$ cat src/rtl/ones_count_seq.sv
// Multi-cycle handshaked population counter: counts CHUNK bits of a latched WIDTH-bit word per clock.
// Optional running total of delivered counts is built when ONES_COUNT_ACC_EN is defined.
module ones_count_seq #(
  parameter int WIDTH = 8,
  parameter int CHUNK = 2,
  parameter int TW    = 16,
  localparam int CW   = $clog2(WIDTH + 1)
) (
  input  logic             clk,
  input  logic             rst_n,
  input  logic [WIDTH-1:0] dat_in,
  input  logic             in_valid,
  output logic             in_ready,
  output logic [CW-1:0]    count,
  output logic             is_zero,
  output logic             is_full,
  output logic             out_valid,
`ifdef ONES_COUNT_ACC_EN
  input  logic             out_ready,
  input  logic             acc_clr,
  output logic [TW-1:0]    total
`else
  input  logic             out_ready
`endif
);

  localparam int BEATS = WIDTH / CHUNK;
  localparam int BW    = (BEATS > 1) ? $clog2(BEATS) : 1;

  if (WIDTH < 1 || CHUNK < 1 || CHUNK > WIDTH || (WIDTH % CHUNK) != 0 || TW < 1) begin : g_bad_params
    $error("ones_count_seq: illegal WIDTH/CHUNK/TW combination");
  end

  typedef enum logic [1:0] {
    IDLE  = 2'd0,
    COUNT = 2'd1,
    DONE  = 2'd2
  } state_t;

  state_t           state;
  state_t           state_nxt;
  logic [WIDTH-1:0] sh;
  logic [CW-1:0]    partial;
  logic [BW-1:0]    beat;
  logic [CW-1:0]    chunk_ones;
  logic [CW-1:0]    sum_nxt;
  logic             last_beat;
  logic             accept;

  always_comb begin
    chunk_ones = '0;
    for (int i = 0; i < CHUNK; i++) begin
      chunk_ones = chunk_ones + CW'(sh[i]);
    end
  end

  assign sum_nxt   = partial + chunk_ones;
  assign last_beat = (beat == BW'(BEATS - 1));

  always_comb begin
    state_nxt = state;
    accept    = 1'b0;
    unique case (state)
      IDLE: begin
        if (in_valid) begin
          accept    = 1'b1;
          state_nxt = COUNT;
        end
      end
      COUNT: begin
        if (last_beat) state_nxt = DONE;
      end
      DONE: begin
        if (out_ready) state_nxt = IDLE;
      end
      default: state_nxt = IDLE;
    endcase
  end

  always_ff @(posedge clk or negedge rst_n) begin
    if (!rst_n) state <= IDLE;
    else        state <= state_nxt;
  end

  assign in_ready  = (state == IDLE);
  assign out_valid = (state == DONE);

  // Result registers only move on the final beat, so they hold steady through DONE.
  always_ff @(posedge clk or negedge rst_n) begin
    if (!rst_n) begin
      sh      <= '0;
      partial <= '0;
      beat    <= '0;
      count   <= '0;
      is_zero <= 1'b0;
      is_full <= 1'b0;
    end else if (accept) begin
      sh      <= dat_in;
      partial <= '0;
      beat    <= '0;
    end else if (state == COUNT) begin
      sh      <= sh >> CHUNK;
      partial <= sum_nxt;
      beat    <= beat + BW'(1);
      if (last_beat) begin
        count   <= sum_nxt;
        is_zero <= (sum_nxt == '0);
        is_full <= (sum_nxt == CW'(WIDTH));
      end
    end
  end

`ifdef ONES_COUNT_ACC_EN
  // A clear in the handshake cycle drops that word's count.
  always_ff @(posedge clk or negedge rst_n) begin
    if (!rst_n) begin
      total <= '0;
    end else if (acc_clr) begin
      total <= '0;
    end else if (out_valid && out_ready) begin
      total <= total + TW'(count);
    end
  end
`endif

endmodule

$ cat config.mk
export PLATFORM = sky130hd
export DESIGN_NAME = ones_count_seq
export DESIGN_NICKNAME = d
export VERILOG_FILES = /design/src/rtl/ones_count_seq.sv
export SDC_FILE = /design/constraint.sdc
export NUM_CORES = 1
export LEC_CHECK = 0
export ABC_AREA = 1
export CELL_PAD_IN_SITES_DETAIL_PLACEMENT = 0
export CELL_PAD_IN_SITES_GLOBAL_PLACEMENT = 1
export CORE_MARGIN = 2
export CORE_UTILIZATION = 38
export CTS_CLUSTER_DIAMETER = 100
export DETAILED_ROUTE_END_ITERATION = 10
export GPL_ROUTABILITY_DRIVEN = 0
export PLACE_DENSITY = 0.8
export SLEW_MARGIN = 10
export SYNTH_ARGS = -nofsm -noshare
export SYNTH_HDL_FRONTEND = slang
export SYNTH_SLANG_ARGS = --single-unit
export TNS_END_PERCENT = 30
$ cat constraint.sdc
create_clock -name clk -period 5 [get_ports clk]
set_clock_uncertainty 0.05 [all_clocks]
set_input_delay 1.25 -clock clk [delete_from_list [all_inputs] [get_ports clk]]
set_output_delay 1.25 -clock clk [all_outputs]
set_load 0.01 [all_outputs]
==> metrics.md <==
| Metric | Value |
|---|---|
| Adder-Cell Fraction of Synth Area | 4.33% |
| Final setup viols | 0 |
| Storage cell area | approximately 550 sq um |
| Type of the setup path with the least slack | reg2out |
| Number of global-route vias before repair | 771 |
| Mapped Cells | 119 |
| Effective utilization at floorplan | around two fifths |
| Outcome | finished clean |
| Synth Area in Compound Gates | 6.50% |
| Number of register bits inferred by synthesis | 22 |
| Number of maximum-capacitance constraint violations | 0 |
| Vias | 811 |
| Largest fanout on the critical path | 3 |
| Filler cells | about 270 |
| Global-route wire length before repair | 3370 um |
| Final-stage net count | about 160 |
| Chip Height | between 50 and 60 um |
| Number of post-CTS setup repair buffers | 0 |
| Area of the multi-input gates | just over 400 sq um |
| Seq/Total Area, Yosys | 52.9% |
| Worst min-delay path class | reg2reg |
| Aggregate negative setup slack | 0 ps |
| Per-instance average area after synthesis | a little under 9 sq um |
| Port Buffer Count | 19 |
| Die X | 56.3 um |
| Fraction of layout cells with a size suffix above 1 | 9.29% |
| Commonest cells after routing, fill and taps aside | nand2_1, dfrtp_1, clkdlybuf4s50_1, inv_1, nand3_1 |
| Avg WL per Cell | between 10 and 15 um |
| Count of cells resized by post-cts repair | 0 |
| Master of the slowest instance on the critical path | clkdlybuf4s50_1 |
| Quantity of hold-fixing buffers added after cts | 0 |
| Top-area cell type share of the netlist area | a little over half |
| First DRT Iteration DRCs | 34 |
| Simple-Gate Fraction of Synth Area | 28.4% |
| Crit-path cells | nor2_2 -> clkdlybuf4s50_1 |
| Number of antenna violations at the first check in global routing | 0 |
| Max-slew headroom | 34.7% |
| Max IR drop VDD | 310 uV |
| Hold violation total from the final report | 0 |
| Number of rows created at floorplan | 18 |
| I/O pin total | 20 |
| Number of buffers on the longest clock path | 2 |
| Die ar. | roughly 3200 sq um |
| Cell taking the most area after synthesis | dfrtp_1 |
| Nets in the synthesized netlist | 134 |
| All-Layer GR Usage | 13.5% |
| Worst Tran Pin Value | 976 ps |
| Root buf cell | clkbuf_4 |
| Critical path arrival | 1530 ps |
| Grt total ovfl | 0 |
| RSZ-0062 raised after global routing | no |
| Startpoint types | register |
| Min Clock Period, post-route | 2830 ps |
| Total DRC errors in the routed layout | 0 |
| Worst Setup End Kind | primary output |
| Vias/cell | 4.77 |
| Number of iterations in the first detailed-routing pass | 4 |
| Most common cell after layout, fill and taps aside | nand2_1 |
| TritonCTS buffer count | 3 |
| Maximum clock frequency | 354 MHz |
| H-tree Lvls | 1 |
| Cell variety after synth | 20 |
| Largest net degree at the start of global routing | 23 |
| Mux contribution to synthesized area | 0% |
| Area added between synthesis and finish | 24.8% |
| Clock latency at the later pin of the worst-skew pair | roughly 310 ps |
| Largest stage delay, worst path | about 560 ps |
| Final Total Pwr | 0.836 mW |
| Synth Cell Area | 1040 sq um |
| Largest family of logic cells by synthesized area | simple AND/OR/NAND/NOR gates |
| Cell family contributing the most delay on the critical path | buffers and inverters |
| Leakage power figure | between 0.6 and 0.7 nW |
| Sum of buffers and inverters on the critical path | 1 |
| Post-Synth XOR/XNOR Area | 0% |
| Required time at the endpoint of the critical path | 3700 ps |
| Final ANT Viol Nets | 0 |
| Routed wire length | 1880 um |
| Placeable core region | 2540 sq um |
| Estimated wirelength of the detail-placed design | 1400 um |
| Slew Viols, Final | 0 |
| Clock tree from TritonCTS | done |
| Number of antenna cells inserted | 0 |
| Period utilization | 56.5% |
| Clock transition at the register clock pins on the worst setup and hold paths after CTS | approximately 120 ps |
| PD cells | approximately 640 nW/um^2 |
| Leading cell types by total area after synthesis | dfrtp_1, nand2_1, nand3_1 |
| Number of warning messages in the yosys log | 0 |
| Number of sinks handled by clock tree synthesis | 22 |
[cell type report]
class	count	area share (%)
sequential	22	42.4
multi-input combinational	80	31.4
timing repair buffer	19	14.7
inverter	15	4.53
tap	30	2.89
clock inverter	1	2.31
clock buffer	3	1.74
[flip-flops by register name (all words and copies together), names as in the netlist]
name,flops
state,2
beat,2
partial,4
sh,8
count,4
is_zero,1
is_full,1
[cell families (layout without fill, tap and decap cells)]
family | count (synthesis) | after routing
and+or+nand+nor | 66 | 66
AOI/OAI and AO/OA | 11 | 11
DFF | 22 | 22
buffers and inverters | 17 | 38
adders and majority gates | 3 | 3
[routing by layer]
| layer | part of all wire (%) | GRT usage [%] | up-vias |
|---|---|---|---|
| li1 | - | - | 416 |
| met2 | 47 | 21.2 | 18 |
| met3 | 5.4 | 3.23 | 2 |
| met5 | 0 | 0 | - |
| met1 | 47 | 17.6 | 375 |
| met4 | 0.53 | 6.12 | 0 |
[synth_stat cells (all sizes together)]
cell type,count
a21oi,1
buf,2
dfrtp,22
fa,1
ha,2
inv,15
nand2,50
nand3,9
nand4,1
nor2,6
o21ai,7
o22ai,2
o31ai,1
[path summary, 6_finish.rpt]
check                              start       end  slack (ps)  depth (start not counted)
worst max-delay path            state[1]  in_ready        2170                          2
worst min-delay path               sh[6]     sh[6]         430                          2
worst max register to register     sh[0]   is_zero        3210                          9
worst min register to register     sh[6]     sh[6]         430                          2
max in group asynchronous          rst_n     sh[0]        2890                          1
min in group asynchronous          rst_n  count[0]        1410                          1
[metrics by stage]
step / utilization [%] / cells / hold WS (ps) / cell area, sq um / setup slack, ps
2_1_floorplan: - / 119 / 392 / 1040 / 3010
3_3_place_gp: 48.9 / 166 / 409 / 1240 / 2470
3_5_place_dp: 48.9 / 166 / 410 / 1240 / 2470
4_1_cts: 51.0 / 170 / 441 / 1300 / 2150
5_1_grt: 51.0 / 170 / 462 / 1300 / 2090
6_report: 51.0 / 170 / 434 / 1300 / 2170
[worst min-delay path: cells and delay by family (launching register included)]
kind             cells  cell delay [ps]
flip-flops           1              360
AND/OR/NAND/NOR      2              100
[where the power goes]
group          total, mW  switching [mW]  internal, mW
Clock              0.137          0.0562        0.0810
Sequential         0.309          0.0527         0.257
Combinational      0.389           0.228         0.161
Power figures use the tool's default switching activity.
